[src/rtl/loader_pkg.sv]
// Shared types and constants for the boot-time instruction loader.
package loader_pkg;

    localparam int BYTES_PER_WORD = 4;
    localparam int DEFAULT_DEPTH  = 32;

    typedef enum logic [2:0] {
        IDLE  = 3'd0,
        LOAD  = 3'd1,
        WRITE = 3'd2,
        DONE  = 3'd3,
        ERR   = 3'd4
    } loader_state_t;

endpackage

[src/rtl/byte_packer.sv]
// Byte counter plus little-endian assembly of four stream bytes into one word.
module byte_packer
    import loader_pkg::*;
(
    input  logic        clock,
    input  logic        reset,
    input  logic        clear,
    input  logic        accept,
    input  logic [7:0]  byte_data,
    output logic [1:0]  count,
    output logic        last,
    output logic [31:0] word
);

    // Byte k lands in bits [8k+7:8k]; the counter wraps to 0 after byte 3.
    always_ff @(posedge clock or negedge reset) begin
        if (!reset) begin
            count <= '0;
            word  <= '0;
        end else if (clear) begin
            count <= '0;
        end else if (accept) begin
            word[{count, 3'b000} +: 8] <= byte_data;
            count                      <= count + 2'd1;
        end
    end

    assign last = accept && (count == 2'(BYTES_PER_WORD - 1));

endmodule

[src/rtl/instruction_loader.sv]
// Boot loader: packs a byte stream into words, writes them to consecutive
// instruction-memory addresses and holds the core until the load completes.
module instruction_loader
    import loader_pkg::*;
#(
    parameter int DEPTH  = DEFAULT_DEPTH,
    parameter int ADDR_W = $clog2(DEPTH)
) (
    input  logic              clock,
    input  logic              reset,
    input  logic              start,
    input  logic [ADDR_W:0]   word_count,
    input  logic              byte_valid,
    input  logic [7:0]        byte_data,
    output logic              byte_ready,
    output logic              mem_we,
    output logic [ADDR_W-1:0] mem_addr,
    output logic [31:0]       mem_wdata,
    output logic              busy,
    output logic              done,
    output logic              error,
    output logic              core_hold,
    output logic [2:0]        fsm_state,
    output logic [1:0]        byte_count
);

    // Handshake: a byte moves on every rising edge where byte_valid && byte_ready;
    // byte_ready depends only on state, never on byte_valid.

    localparam logic [ADDR_W:0] DEPTH_W = (ADDR_W + 1)'(DEPTH);
    localparam logic [ADDR_W:0] ONE_W   = (ADDR_W + 1)'(1);

    loader_state_t     state, next_state;
    logic [ADDR_W:0]   count_q;
    logic [ADDR_W-1:0] index;
    logic [ADDR_W-1:0] addr_q;
    logic [31:0]       wdata_q;
    logic [31:0]       word;
    logic              accept;
    logic              last;
    logic              start_ok;
    logic              count_legal;
    logic              last_word;
    logic              pack_clear;

    assign start_ok    = start && (state == IDLE || state == DONE || state == ERR);
    assign count_legal = (word_count != '0) && (word_count <= DEPTH_W);
    // Compared one bit wider than the index so a full-depth load ends at DEPTH-1.
    assign last_word   = ({1'b0, index} + ONE_W) == count_q;
    assign accept      = byte_valid && byte_ready;
    assign pack_clear  = start_ok || (state == WRITE);
    assign fsm_state   = state;

    byte_packer u_packer (
        .clock     (clock),
        .reset     (reset),
        .clear     (pack_clear),
        .accept    (accept),
        .byte_data (byte_data),
        .count     (byte_count),
        .last      (last),
        .word      (word)
    );

    always_ff @(posedge clock or negedge reset) begin
        if (!reset) begin
            state <= IDLE;
        end else begin
            state <= next_state;
        end
    end

    always_comb begin
        next_state = state;
        case (state)
            IDLE, DONE, ERR: begin
                if (start) begin
                    next_state = count_legal ? LOAD : ERR;
                end
            end
            LOAD: begin
                if (last) begin
                    next_state = WRITE;
                end
            end
            WRITE: begin
                next_state = last_word ? DONE : LOAD;
            end
            default: next_state = IDLE;
        endcase
    end

    // Address/data follow the live index and word during WRITE, then hold.
    always_comb begin
        byte_ready = 1'b0;
        mem_we     = 1'b0;
        busy       = 1'b0;
        done       = 1'b0;
        error      = 1'b0;
        core_hold  = 1'b1;
        mem_addr   = addr_q;
        mem_wdata  = wdata_q;
        case (state)
            LOAD: begin
                byte_ready = 1'b1;
                busy       = 1'b1;
            end
            WRITE: begin
                mem_we    = 1'b1;
                busy      = 1'b1;
                mem_addr  = index;
                mem_wdata = word;
            end
            DONE: begin
                done      = 1'b1;
                core_hold = 1'b0;
            end
            ERR: begin
                error = 1'b1;
            end
            default: begin
            end
        endcase
    end

    always_ff @(posedge clock or negedge reset) begin
        if (!reset) begin
            count_q <= '0;
            index   <= '0;
            addr_q  <= '0;
            wdata_q <= '0;
        end else begin
            if (start_ok) begin
                count_q <= word_count;
                index   <= '0;
            end
            if (state == WRITE) begin
                addr_q  <= index;
                wdata_q <= word;
                if (!last_word) begin
                    index <= index + ADDR_W'(1);
                end
            end
        end
    end

endmodule

[config.mk]
export PLATFORM = sky130hd
export DESIGN_NAME = instruction_loader
export DESIGN_NICKNAME = d
export VERILOG_FILES = /design/src/rtl/loader_pkg.sv /design/src/rtl/byte_packer.sv /design/src/rtl/instruction_loader.sv
export SDC_FILE = /design/constraint.sdc
export NUM_CORES = 1
export LEC_CHECK = 0
export CORE_AREA = 3 3 89 91
export DETAILED_ROUTE_END_ITERATION = 10
export DIE_AREA = 0 0 92 94
export MAX_ROUTING_LAYER = met4
export PLACE_DENSITY = 0.8
export SLEW_MARGIN = 20
export SYNTH_ARGS = -nofsm -noshare
export SYNTH_HDL_FRONTEND = slang
export SYNTH_SLANG_ARGS = --single-unit
[constraint.sdc]
create_clock -name clock -period 2.2 [get_ports clock]
set_input_delay 0.22 -clock clock [delete_from_list [all_inputs] [get_ports clock]]
set_output_delay 0.22 -clock clock [all_outputs]
set_load 0.01 [all_outputs]
==> results of run 1 <==
-- metrics by stage --
stage                     TNS [ps]  worst slack (ps)  utilization, %  std cells
after CTS                   -33.40            -10.71           64.71        571
after floorplan                  0             334.0               -        392
after global routing        -99.12            -35.47           66.01        571
final                            0             81.17           66.01        571
after detailed placement         0             174.2           62.05        554
after global placement           0             234.6           62.05        554
-- flip-flops by register name, indices dropped and copies added (netlist names) --
name / flops
fsm_state: 3
wdata_q: 32
count_q: 6
u_packer.word: 32
index: 5
u_packer.count: 2
addr_q: 5
-- cell usage in the layout, fill, tap and decap left out, types with 5 or more instances in the layout --
| cell type | instances |
|---|---|
| nand2_1 | 188 |
| dfrtp_1 | 85 |
| clkdlybuf4s50_1 | 33 |
| o21ai_1 | 32 |
| dlymetal6s2s_1 | 30 |
| clkbuf_8 | 10 |
| buf_4 | 10 |
| nand3_1 | 6 |
| o21ai_0 | 6 |
| ha_1 | 6 |
| inv_1 | 5 |
| mux2_2 | 5 |
-- worst register-to-register path, cell delays in order (launching register included) --
cell and delay [ps]:
dfrtp_1 460, ha_1 280, xnor3_1 390, nand3_2 100, nor4b_4 410, a21oi_2 160
mux2i_1 150
-- cell usage after synthesis, drive strengths merged --
library cell,count
or4,1
nand2b,2
nand3,7
mux2,8
xor2,5
ha,6
dfrtp,85
and2,2
a21oi,3
mux2i,4
a32o,1
xnor3,1
nor4b,1
xnor2,3
o211ai,1
a31oi,1
o21ai,38
nand2,189
nor3b,4
clkbuf,3
nand3b,1
nor2,3
nand4,1
inv,6
nor3,2
buf,12
a211oi,1
a211o,1
-- layer usage --
metal | wire length (um) | vias to the layer above
li1 | - | 1409
met1 | 3516 | 1379
met2 | 4065 | 73
met3 | 361 | 14
met4 | 133 | 0
met5 | 0 | -
-- power groups by stage --
stage                     clock network (uW)  registers [uW]  logic (uW)
after floorplan                            0            2070         783
after global placement                     0            2080        1340
after detailed placement                   0            2100        1390
after CTS                               1030            2070        1400
after global routing                    1100            2100        1540
final                                   1000            2070        1370
-- logic make-up after synthesis --
kind of cell | Yosys count | synth area share [%]
adder cells (fa/ha/maj) | 6 | 2.043
flip-flops | 85 | 57.88
buffers and inverters | 21 | 2.792
AO/OA/AOI/OAI | 46 | 6.810
multiplexers | 12 | 3.541
XOR/XNOR | 9 | 2.724
AND/OR/NAND/NOR | 213 | 24.21
-- worst paths after layout --
kind                              start             to  slack (ps)  cells after the start
setup / recovery           fsm_state[1]  mem_wdata[18]          80                      5
hold / removal                    reset    wdata_q[22]         390                      2
setup reg to reg               index[0]       index[0]         140                      6
hold reg to reg              wdata_q[2]     wdata_q[2]         470                      2
max in group asynchronous         reset     count_q[2]        1190                      3
min in group clock           wdata_q[2]     wdata_q[2]         470                      2
-- what timing repair did --
item,in CTS,in global routing
hold buffers,1,0
hold endpoints to repair,42,0
setup endpoints to repair,20,37
gates resized for setup,2,36
-- layout make-up --
class / instances / area (sq um)
clock buffers: 12 / 145.1
clock inverters: 4 / 33.78
fillers: 580 / 2452
inverters: 6 / 25.02
multi-input cells: 286 / 1445
flip-flops and latches: 85 / 2127
well taps: 99 / 123.9
repair buffers: 79 / 862.1
==> metrics.txt, run 1 <==
# TYPE chip_impl_metric gauge
chip_impl_info{name="path_delay_family",value="buffers and inverters"} 1
chip_impl_info{name="outcome",value="finished, final reports clean"} 1
chip_impl_info{name="timing_worst_setup_path_type",value="reg2out"} 1
chip_impl_metric{name="insertion_delay",unit="ps"} 350
chip_impl_metric{name="grt_max_degree",unit=""} 44
chip_impl_info{name="busiest_layer",value="met2"} 1
chip_impl_metric{name="synth_cell_type_count",unit=""} 39
chip_impl_metric{name="clock_path_buffers",unit=""} 2
chip_impl_info{name="cts_root_buffer",value="clkbuf_8"} 1
chip_impl_metric{name="die_h",unit="um"} 94
chip_impl_metric{name="synth_fp_nets",unit=""} 416
chip_impl_metric{name="period_needed",unit="ps"} 2119
chip_impl_metric{name="portion_of_the_post_synthesis_area_used_by_sequential_elements",unit="%"} 57.88
chip_impl_info{name="netlist.top_cell.by_area",value="dfrtp_1"} 1
chip_impl_metric{name="min_period_over_period",unit="%"} 96.31
chip_impl_metric{name="final-setup-viol-count",unit=""} 0
chip_impl_metric{name="clock_input_transition_at_the_sequential_cells_of_the_worst_setup_and_hold_paths",unit="ps"} 90
chip_impl_metric{name="num_antenna_cells",unit=""} 0
chip_impl_info{name="yosys-top-cells-area",value="dfrtp_1, nand2_1, o21ai_1, ha_1, mux2_2"} 1
chip_impl_metric{name="ant_nets",unit=""} 0
chip_impl_metric{name="core-area",unit="sq mm"} 0.007214
chip_impl_metric{name="syn-cell-area",unit="sq mm"} 0.003675
chip_impl_metric{name="post-cts-setup-buffer-count",unit=""} 0
chip_impl_info{name="timing.critical_path.mode_cell",value="nand2_1"} 1
chip_impl_metric{name="grt_first_pass_wirelength",unit="um"} 13340
chip_impl_metric{name="stdcell_area",unit="sq mm"} 0.004762
chip_impl_metric{name="fp.dieW",unit="um"} 92
chip_impl_metric{name="synthesis.yosys.warnings",unit=""} 0
chip_impl_metric{name="finalHoldWorstSlack",unit="ps"} 393.0
chip_impl_info{name="cp-start-kind",value="register"} 1
chip_impl_metric{name="power_leakage",unit="uW"} 0.002735
chip_impl_metric{name="power_density",unit="mW/mm^2"} 932.2
chip_impl_metric{name="drt-total-wl",unit="um"} 8077
chip_impl_metric{name="drt_iter0_markers",unit=""} 207
chip_impl_metric{name="portBuffers",unit=""} 65
chip_impl_metric{name="clock-sinks",unit=""} 85
chip_impl_info{name="slowest_stage",value="clkdlybuf4s50_1"} 1
chip_impl_metric{name="slew_headroom",unit="%"} 62.37
chip_impl_metric{name="final-max-slew-violation-count",unit=""} 0
chip_impl_metric{name="first_global_vias",unit=""} 2780
chip_impl_metric{name="clockPowerShare",unit="%"} 22.5
chip_impl_metric{name="seqPwrFrac",unit="%"} 46.6
chip_impl_metric{name="p_int",unit="uW"} 2972
chip_impl_metric{name="number_of_placement_rows",unit=""} 31
chip_impl_metric{name="combinationalPowerShare",unit="%"} 30.9
chip_impl_metric{name="worstPathMaxFanout",unit=""} 27
chip_impl_info{name="cell_by_cell_listing_of_the_critical_path",value="nand2_2 > buf_6 > nand2_1 > nand2_1 > clkdlybuf4s50_1"} 1
chip_impl_info{name="worst_setup_path_end_kind",value="output port"} 1
chip_impl_metric{name="required",unit="ps"} 1980
chip_impl_metric{name="area_of_the_die",unit="sq mm"} 0.008648
chip_impl_metric{name="critical_path.max_stage_delay",unit="ps"} 540
chip_impl_metric{name="clock_skew",unit="ps"} 7.865
chip_impl_metric{name="hold_violations",unit=""} 0
chip_impl_info{name="hold_path_class",value="in2async"} 1
chip_impl_metric{name="area_growth",unit="%"} 29.59
chip_impl_metric{name="maxCapViolCount",unit=""} 0
chip_impl_metric{name="antenna_found_initial",unit=""} 0
chip_impl_metric{name="power.net_switching",unit="uW"} 1467
chip_impl_metric{name="globalplace.congestion",unit=""} 0.8152
chip_impl_metric{name="peakVddDrop",unit="uV"} 510.8
chip_impl_metric{name="switching_share",unit="%"} 33.05
chip_impl_metric{name="grt_util_met2",unit="%"} 32.12
chip_impl_metric{name="cts_inserted_buffers",unit=""} 9
chip_impl_metric{name="h-tree-depth",unit=""} 3
chip_impl_metric{name="max_freq",unit="GHz"} 0.4720
chip_impl_info{name="grt_setup_unrepaired",value="yes"} 1
chip_impl_metric{name="routed_wire_length_per_instance",unit="um"} 14.15
chip_impl_metric{name="track_usage",unit="%"} 20.37
chip_impl_metric{name="drt_drc_violations_left",unit=""} 0
chip_impl_metric{name="critPathBufInv",unit=""} 2
chip_impl_metric{name="vias",unit=""} 2875
chip_impl_metric{name="syn-instance-count",unit=""} 392
chip_impl_metric{name="yosysTopAreaCellShare",unit="%"} 57.88
chip_impl_metric{name="ratio_of_routed_vias_to_standard_cells",unit=""} 5.035
chip_impl_metric{name="global_route.overflow_total",unit=""} 0
chip_impl_metric{name="grt.met3_usage",unit="%"} 3.446
chip_impl_metric{name="design_power_total",unit="uW"} 4439
chip_impl_metric{name="placed_area",unit="sq mm"} 0.004477
chip_impl_metric{name="initial_utilization",unit="%"} 50.94
chip_impl_metric{name="actual_slew_at_the_worst_max_slew_pin",unit="ps"} 562.8
chip_impl_metric{name="gr-usage-met1",unit="%"} 26.56
chip_impl_info{name="tritoncts",value="built"} 1
chip_impl_metric{name="arrival",unit="ps"} 1900
chip_impl_metric{name="drt_pre_antenna_iters",unit=""} 5
chip_impl_metric{name="num_io_pins",unit=""} 66
chip_impl_metric{name="fin_nets",unit=""} 491
chip_impl_metric{name="place_hpwl",unit="um"} 5620
chip_impl_metric{name="synth_seq_cells",unit=""} 85
chip_impl_metric{name="drive_gt1_share",unit="%"} 9.110
chip_impl_metric{name="syn_avg_cell_area",unit="sq um"} 9.374
Note: power is estimated with default switching activity, not from simulation.
==> inputs of run 2 (changes only) <==
- CORE_AREA: 3 3 89 91 -> 2 2 88 90
- DIE_AREA: 0 0 92 94 -> 0 0 90 92
==> metrics.txt, run 2 (synthesized netlist as in run 1, its figures left out) <==
# TYPE chip_impl_metric gauge
chip_impl_info{name="outcome",value="finished with violations"} 1
chip_impl_info{name="failed_checks",value="negative setup slack"} 1
chip_impl_metric{name="max_freq",unit="GHz"} 0.4528
chip_impl_metric{name="grt_max_degree",unit=""} 47
chip_impl_metric{name="clock-sinks",unit=""} 85
chip_impl_metric{name="period_needed",unit="ps"} 2209
chip_impl_metric{name="power.net_switching",unit="uW"} 1494
chip_impl_metric{name="r2r_setup_slack",unit="ps"} 130
chip_impl_metric{name="depth_of_the_most_critical_reg_to_reg_path",unit=""} 6
chip_impl_metric{name="fin_nets",unit=""} 491
chip_impl_info{name="grt_setup_unrepaired",value="yes"} 1
chip_impl_metric{name="globalplace.congestion",unit=""} 0.7973
chip_impl_metric{name="power_density",unit="mW/mm^2"} 956.0
chip_impl_metric{name="ant_nets",unit=""} 0
chip_impl_info{name="layout_common_cells",value="nand2_1, dfrtp_1, o21ai_1"} 1
chip_impl_info{name="cts_root_buffer",value="clkbuf_8"} 1
chip_impl_metric{name="area_growth",unit="%"} 30.34
chip_impl_metric{name="track_usage",unit="%"} 21.94
chip_impl_metric{name="initial_utilization",unit="%"} 49.34
chip_impl_metric{name="p_int",unit="uW"} 3084
chip_impl_metric{name="maxCapViolCount",unit=""} 0
chip_impl_metric{name="seqPwrFrac",unit="%"} 45.2
chip_impl_info{name="largest_registers",value="u_packer.word x32, wdata_q x32, count_q x6"} 1
chip_impl_metric{name="dp_worst_setup_slack",unit="ps"} 143.6
chip_impl_metric{name="ratio_of_routed_vias_to_standard_cells",unit=""} 5.037
chip_impl_metric{name="critical_path.max_stage_delay",unit="ps"} 550
chip_impl_metric{name="global_route.overflow_total",unit=""} 0
chip_impl_metric{name="actual_slew_at_the_worst_max_slew_pin",unit="ps"} 558.2
chip_impl_metric{name="portBuffers",unit=""} 65
chip_impl_metric{name="area_of_the_die",unit="sq mm"} 0.008280
chip_impl_metric{name="combinationalPowerShare",unit="%"} 29.6
chip_impl_info{name="cell_by_cell_listing_of_the_critical_path",value="nand2_2 > buf_6 > nand2_1 > nand2_1 > clkdlybuf4s50_1"} 1
chip_impl_metric{name="number_of_placement_rows",unit=""} 32
chip_impl_metric{name="final-max-slew-violation-count",unit=""} 0
chip_impl_info{name="worst_setup_path_end_kind",value="output port"} 1
chip_impl_metric{name="hold_violations",unit=""} 0
chip_impl_metric{name="num_antenna_cells",unit=""} 0
chip_impl_metric{name="antenna_found_initial",unit=""} 0
chip_impl_metric{name="place_hpwl",unit="um"} 5578
chip_impl_metric{name="die_h",unit="um"} 92
chip_impl_metric{name="instances_no_fill",unit=""} 574
chip_impl_metric{name="num_io_pins",unit=""} 66
chip_impl_metric{name="first_global_vias",unit=""} 2892
chip_impl_metric{name="clock_input_transition_at_the_sequential_cells_of_the_worst_setup_and_hold_paths",unit="ps"} 90
chip_impl_info{name="beginning_of_the_worst_register_to_register_path",value="index[0]"} 1
chip_impl_metric{name="drive_gt1_share",unit="%"} 9.746
chip_impl_info{name="timing_worst_setup_path_type",value="reg2out"} 1
chip_impl_metric{name="drt_iter0_markers",unit=""} 188
chip_impl_metric{name="insertion_delay",unit="ps"} 360
chip_impl_info{name="hold_path_class",value="in2async"} 1
chip_impl_metric{name="place_inst",unit=""} 555
chip_impl_metric{name="arrival",unit="ps"} 1990
chip_impl_metric{name="drt_pre_antenna_iters",unit=""} 4
chip_impl_info{name="tritoncts",value="built"} 1
chip_impl_metric{name="register_area",unit="sq mm"} 0.002128
chip_impl_metric{name="setup_ws",unit="ps"} -8.706
chip_impl_metric{name="power_leakage",unit="uW"} 0.002686
chip_impl_info{name="setup.worst_path.start",value="fsm_state[1]"} 1
chip_impl_info{name="slowest_stage",value="clkdlybuf4s50_1"} 1
chip_impl_info{name="cp-start-kind",value="register"} 1
chip_impl_metric{name="core-area",unit="sq mm"} 0.007447
chip_impl_metric{name="fillCellCount",unit=""} 608
chip_impl_metric{name="worstPathMaxFanout",unit=""} 28
chip_impl_metric{name="min_period_over_period",unit="%"} 100.4
chip_impl_metric{name="drt_drc_violations_left",unit=""} 0
chip_impl_info{name="final_common_cell",value="nand2_1"} 1
chip_impl_metric{name="finalSetupTns",unit="ps"} -8.706
chip_impl_metric{name="drt-total-wl",unit="um"} 8213
chip_impl_metric{name="switching_share",unit="%"} 32.64
chip_impl_metric{name="clockPowerShare",unit="%"} 25.2
chip_impl_metric{name="clock_path_buffers",unit=""} 2
chip_impl_metric{name="required",unit="ps"} 1980
chip_impl_metric{name="finalHoldWorstSlack",unit="ps"} 375.2
chip_impl_metric{name="area_of_the_multi_input_gates",unit="sq mm"} 0.001445
chip_impl_metric{name="cts_inserted_buffers",unit=""} 9
chip_impl_metric{name="peakVddDrop",unit="uV"} 613.6
chip_impl_metric{name="slew_headroom",unit="%"} 62.68
chip_impl_metric{name="routed_wire_length_per_instance",unit="um"} 14.31
chip_impl_metric{name="grt_first_pass_wirelength",unit="um"} 13840
chip_impl_metric{name="h-tree-depth",unit=""} 3
chip_impl_info{name="timing.critical_path.mode_cell",value="nand2_1"} 1
chip_impl_metric{name="fp.dieW",unit="um"} 90
chip_impl_metric{name="clock_skew",unit="ps"} 9.146
chip_impl_metric{name="final-setup-viol-count",unit=""} 1
chip_impl_info{name="r2r-end",value="index[0]"} 1
chip_impl_metric{name="vias",unit=""} 2891
run 2: cell types whose count changed in the layout (fill, tap and decap cells not counted), moves of 2 or more:
cell             change
dlymetal6s2s_1       -7
inv_6                +2
clkdlybuf4s50_1      -4
clkbuf_1             -2
dlygate4sd2_1       +11
run 2: through the flow:
stage | area [sq um] | util, % | power [uW]
2_1_floorplan | 3675 | - | 2853
6_report | 4790 | 64.31 | 4579
5_1_grt | 4790 | 64.31 | 4871
3_3_place_gp | 4478 | 60.13 | 3395
4_1_cts | 4728 | 63.49 | 4628
3_5_place_dp | 4478 | 60.13 | 3463
run 2: how the worst max path moves through the flow:
stage                         end  depth (start not counted)
finish              mem_wdata[24]                          5
detailed placement       index[0]                          6
global placement     fsm_state[0]                          6
global route        mem_wdata[24]                          5
CTS                 mem_wdata[24]                          5
floorplan                index[0]                          6
run 2: cell type report:
class                      instances  area share, %
sequential                        85          44.44
multi-input combinational        286          30.17
clock inverter                     6          1.463
timing repair buffer              79          17.87
inverter                           6         0.5225
tap                              102          2.665
clock buffer                      10          2.874
run 2: routing by layer:
metal | vias to the layer above | track usage, % | routed length, um
li1 | 1413 | - | -
met3 | 19 | 4.026 | 482
met2 | 93 | 34.96 | 4043
met1 | 1366 | 27.98 | 3507
met5 | - | - | 0
met4 | 0 | 9.231 | 180
run 2: power groups by stage:
| stage | clock [uW] | sequential, uW | combinational [uW] |
|---|---|---|---|
| final | 1150 | 2070 | 1350 |
| after global routing | 1260 | 2110 | 1500 |
| after CTS | 1170 | 2070 | 1390 |
| after detailed placement | 0 | 2110 | 1350 |
| after global placement | 0 | 2090 | 1300 |
| after floorplan | 0 | 2070 | 783 |
run 2: repair_timing:
item | in CTS | in global routing
endpoints found under the setup margin | 37 | 26
hold buffers | 1 | 0
setup buffers | 1 | 0
resized for setup | 16 | 24
gates cloned | 1 | 0
endpoints found under the hold margin | 39 | 0
run 2: critical path, delay by kind of cell, from the launching register on:
family / cells / cell delay (ps)
and+or+nand+nor: 3 / 360
buffers and inverters: 2 / 790
DFF: 1 / 470
==> RTL edit 1, RTL diff (config.mk and constraints of run 2) <==
`DEFAULT_DEPTH`: 32 -> 128.
--- a/src/rtl/loader_pkg.sv
+++ b/src/rtl/loader_pkg.sv
@@ -3,5 +3,5 @@
 
     localparam int BYTES_PER_WORD = 4;
-    localparam int DEFAULT_DEPTH  = 32;
+    localparam int DEFAULT_DEPTH  = 128;
 
     typedef enum logic [2:0] {
Interface: changed (resized mem_addr and word_count); port bits go from 66 to 70. The function was not compared with the original's and may differ.
==> RTL edit 1 against run 2 <==
  * Area after synthesis is 8.6% higher
  * Utilization grew 5.7 points
  * Via count rose by 12%
  * Total power grew 12%
  * Wire length increased by 7.2%
  * Combinational power is 30% higher
  * Cell area grew 8.9%
  * Worst hold slack gained 0.052 ns
  * Fmax increased by 3.8%
  * Setup slack improved by 0.082 ns
  * Critical endpoint is now mem_wdata[17]
  * Global-route usage increased by 0.78 points
  * Non-clock buffer count grew 13
  * Sequential cell count grew 6
==> RTL edit 1: results <==
[status]
outcome = finished, final reports clean

[cts]
clk_pin_slew_ns = 0.09
h-tree-depth = 3
clock_path_buffers = 2
root_buffer = clkbuf_8
clk_latency_ns = 0.35
cts_made_buffers = 9

[cells_and_area]
antenna_cells = 0
nets = 544
reg_top3 = u_packer.word x32, wdata_q x32, count_q x8
drive_gt1_frac = 0.109

[synthesis]
synth_area_leaders = dfrtp_1 57%, nand2_1 18%, o21ai_0 4.5%
ys_seq_area_frac = 0.570
async_flop_share = 1.00
synth_commonest_cells = 190 x nand2_1, 91 x dfrtp_1, 36 x o21ai_0
yosysMostFrequentCell = nand2_1
ys_types = 43
synth_fp_nets = 463
yosysWarnings = 0

[global_route]
grt_max_degree = 52
grt_pass1_wl_um = 14700
grt_usage = 0.227
grt_pass1_vias = 3102
antenna_found_initial = 0

[worst_setup_path]
cp.arrival_ns = 1.91
slowest_stage = clkdlybuf4s50_1
cp_top_family = buffers and inverters
max_stage_delay_ns = 0.54
reg2reg_from = index[1]
worstPathMaxFanout = 13
setup.worst_path.start = fsm_state[2]

[placed_design]
portBuffers = 69
gp_congestion = 0.871
place_ws_ns = 0.00799
dp_hpwl_um = 6020

[sta]
worst_slew_pin_slew_ns = 0.659
finClkSkew_ns = 0.00875
slew_violations = 0

[routing]
drt-initial-drc-count = 211
via_per_inst = 5.19
route.detailed.drc = 0
firstDrtPassIters = 4
post_drt_wl_per_cell_um = 14.1

[pwr]
ir_drop_mv = 0.602
p_leak_nw = 2.97

[hold_path]
hold_path.class = input pin to asynchronous set/reset pin
## RTL edit 1: cell count changes after synthesis, moves of 3 or more
cell      change
o21ai_0      +30
o21ai_1      -27
clkbuf_1     +13
dfrtp_1       +6
a21oi_1       +5
a31o_1        +5
nand3_1       +5
buf_1         -3
mux2_1        -3
mux2_2        +3
mux2i_1       -3
nor3_1        +3
or3_1         +3
## RTL edit 1: repair_timing
action | CTS | global route
setup buffers | 0 | 1
endpoints found under the hold margin | 49 | 0
gates resized for setup | 16 | 38
setup endpoints to repair | 40 | 39
cloned | 0 | 1
hold buffers | 1 | 0
## RTL edit 1: logic make-up (layout without fill, tap and decap cells)
logic type / Yosys count / in the layout / synth area share
simple gates: 230 / 230 / 0.241
flops: 91 / 91 / 0.570
compound gates: 62 / 62 / 0.0921
buf+inv: 29 / 115 / 0.0307
xor+xnor: 10 / 10 / 0.0219
mux: 9 / 9 / 0.0251
fa+ha+maj: 6 / 6 / 0.0188
## RTL edit 1: through the flow
| step | instance area (um2) | cells |
|---|---|---|
| finish | 5220 | 625 |
| global route | 5220 | 625 |
| CTS | 5080 | 623 |
| detailed placement | 4860 | 606 |
| global placement | 4860 | 606 |
| floorplan | 3990 | 437 |
## RTL edit 1: metal layers
metal / share of wire / track usage / up-vias / wire, um
met2: 0.48 / 0.362 / 73 / 4260
met3: 0.040 / 0.0411 / 7 / 350
li1: - / - / 1597 / -
met1: 0.47 / 0.305 / 1567 / 4110
met5: 0 / - / - / 0
met4: 0.0097 / 0.0615 / 0 / 85
## RTL edit 1: power breakdown
part	switching [mW]	leakage, nW	total [mW]	internal (mW)
clock network	0.567	0.0943	1.13	0.563
logic	0.922	1.64	1.75	0.824
registers	0.208	1.24	2.25	2.04
## RTL edit 1: path summary, 6_finish.rpt
kind | endpoint | slack, ns | cells past startpoint
setup / recovery | mem_wdata[17] | 0.07 | 7
hold / removal | wdata_q[21] | 0.43 | 2
setup reg to reg | fsm_state[1] | 0.10 | 8
hold reg to reg | wdata_q[26] | 0.47 | 2
max in group asynchronous | index[2] | 1.03 | 3
min in group clock | wdata_q[26] | 0.47 | 2
## RTL edit 1: area by class of cell
type                    count  area [um2]
flip-flops and latches     91        2280
clock inverters             3        46.3
multi-input cells         317        1610
fillers                   570        2230
inverters                   7        28.8
repair buffers             92         975
clock buffers              13         149
well taps                 102         128
## RTL edit 1: worst register-to-register path: cells and delay by family, from the launching register on
family                     cells  cell delay [ns]
adders and majority gates      1             0.25
AOI/OAI and AO/OA              3             0.46
DFF                            1             0.42
buffers and inverters          1             0.19
and+or+nand+nor                3             0.69
==> RTL edit 2, RTL diff (settings of run 2) <==
Without the edit above. Put a register stage on the output `error`, cleared by the reset. The value now appears one clock later. The other outputs are not delayed to match.
--- a/src/rtl/instruction_loader.sv
+++ b/src/rtl/instruction_loader.sv
@@ -30,4 +30,6 @@
     localparam logic [ADDR_W:0] DEPTH_W = (ADDR_W + 1)'(DEPTH);
     localparam logic [ADDR_W:0] ONE_W   = (ADDR_W + 1)'(1);
+
+    logic error_d;
 
     loader_state_t     state, next_state;
@@ -97,5 +99,5 @@
         busy       = 1'b0;
         done       = 1'b0;
-        error      = 1'b0;
+        error_d    = 1'b0;
         core_hold  = 1'b1;
         mem_addr   = addr_q;
@@ -117,5 +119,5 @@
             end
             ERR: begin
-                error = 1'b1;
+                error_d = 1'b1;
             end
             default: begin
@@ -145,4 +147,12 @@
     end
 
+    always_ff @(posedge clock or negedge reset) begin
+        if (!reset) begin
+            error <= '0;
+        end else begin
+            error <= error_d;
+        end
+    end
+
 endmodule
 
Formal check against the unedited RTL: not equivalent (a bounded check fails within 4 cycles, from zero or initial values and one cycle with reset low).
==> RTL edit 2 against run 2 <==
  * First-iteration DRC count down 25%
  * Setup slack better by 0.18 ns
  * Wire length down 1.4%
  * Sequential share of layout area up 0.38 points
  * Die area unchanged
  * Total power down 2.8%
  * Worst hold slack better by 0.021 ns
  * Sequential cell count up 1
  * Area after synthesis up 0.14%
  * Utilization up 0.20 points
  * Cell area up 0.31%
  * Critical path type is now flop to flop
  * Largest cell class unchanged
  * Largest power group unchanged
==> RTL edit 2: results <==
[routing]
dr_wl_met2_um = 3920
dr_wl_met3_um = 383
firstDrtPassIters = 5
post_drt_wl_per_cell_um = 14.1
vias = 2912
drt-initial-drc-count = 141

[sta]
finClkSkew_ns = 0.00939
holdWs_ns = 0.396
fmax_ghz = 0.493
worst_slew_pin_slew_ns = 0.561

[cts]
clk_pin_slew_ns = 0.09
cts_made_buffers = 9

[synthesis]
synth_fp_nets = 415
synth_commonest_cells = 186 x nand2_1, 86 x dfrtp_1, 31 x o21ai_1
ys_seq_area_frac = 0.585
synthCells = 391

[placed_design]
placed_cells = 556
gp_congestion = 0.785
dpl_cell_area_um2 = 4510
dp_hpwl_um = 5490

[worst_setup_path]
slowest_stage = dfrtp_1
cp.arrival_ns = 2.26
reg2reg_to = index[1]
r2r_slack_ns = 0.17
cp_top_family = simple AND/OR/NAND/NOR gates
path_class = flop to flop
r2r_cells = 6

[global_route]
grt_pass1_wl_um = 13400
gr-usage-met1 = 0.283
grt_pass1_vias = 2793
grt_usage = 0.210
grt_max_degree = 45
grt_use_met2 = 0.325

[status]
outcome = finished, final reports clean

[pwr]
p_leak_nw = 2.80
switching_share = 0.336

[cells_and_area]
drive_gt1_frac = 0.104
nets = 492
-- RTL edit 2: changes by cell type in the layout (fill, tap and decap cells not counted), sizes merged, moves of 2 or more --
cell           change
dlygate4sd2        -4
clkinvlp           +2
clkdlybuf4s50      -3
dlymetal6s2s       +7
-- RTL edit 2: cells by family (layout without fill, tap and decap cells) --
| kind of cell | Yosys count | after routing | synth area share |
|---|---|---|---|
| simple gates | 212 | 212 | 0.242 |
| compound gates | 46 | 46 | 0.0677 |
| mux | 12 | 12 | 0.0354 |
| xor+xnor | 9 | 9 | 0.0272 |
| flops | 86 | 86 | 0.585 |
| fa+ha+maj | 6 | 6 | 0.0204 |
| buf+inv | 20 | 102 | 0.0228 |
-- RTL edit 2: repair_timing --
| action | in CTS | in global routing |
|---|---|---|
| setup buffers | 0 | 1 |
| hold buffers | 1 | 0 |
| resized for setup | 9 | 33 |
| gates cloned | 0 | 1 |
| hold endpoints to repair | 42 | 0 |
| endpoints found under the setup margin | 16 | 30 |
-- RTL edit 2: power groups by stage --
stage / Combinational (mW) / Sequential [mW] / Clock (mW)
after floorplan: 0.778 / 2.10 / 0
after global placement: 1.34 / 2.10 / 0
after detailed placement: 1.38 / 2.12 / 0
after CTS: 1.37 / 2.09 / 1.05
after global routing: 1.51 / 2.13 / 1.11
final: 1.34 / 2.09 / 1.02
-- RTL edit 2: final cells by class --
class / instances / area, um2
Clock inverter: 7 / 55.1
Tap cell: 102 / 128
Sequential cell: 86 / 2150
Timing Repair Buffer: 80 / 878
Fill cell: 617 / 2640
Clock buffer: 9 / 124
Inverter: 6 / 22.5
Multi-Input combinational cell: 285 / 1440
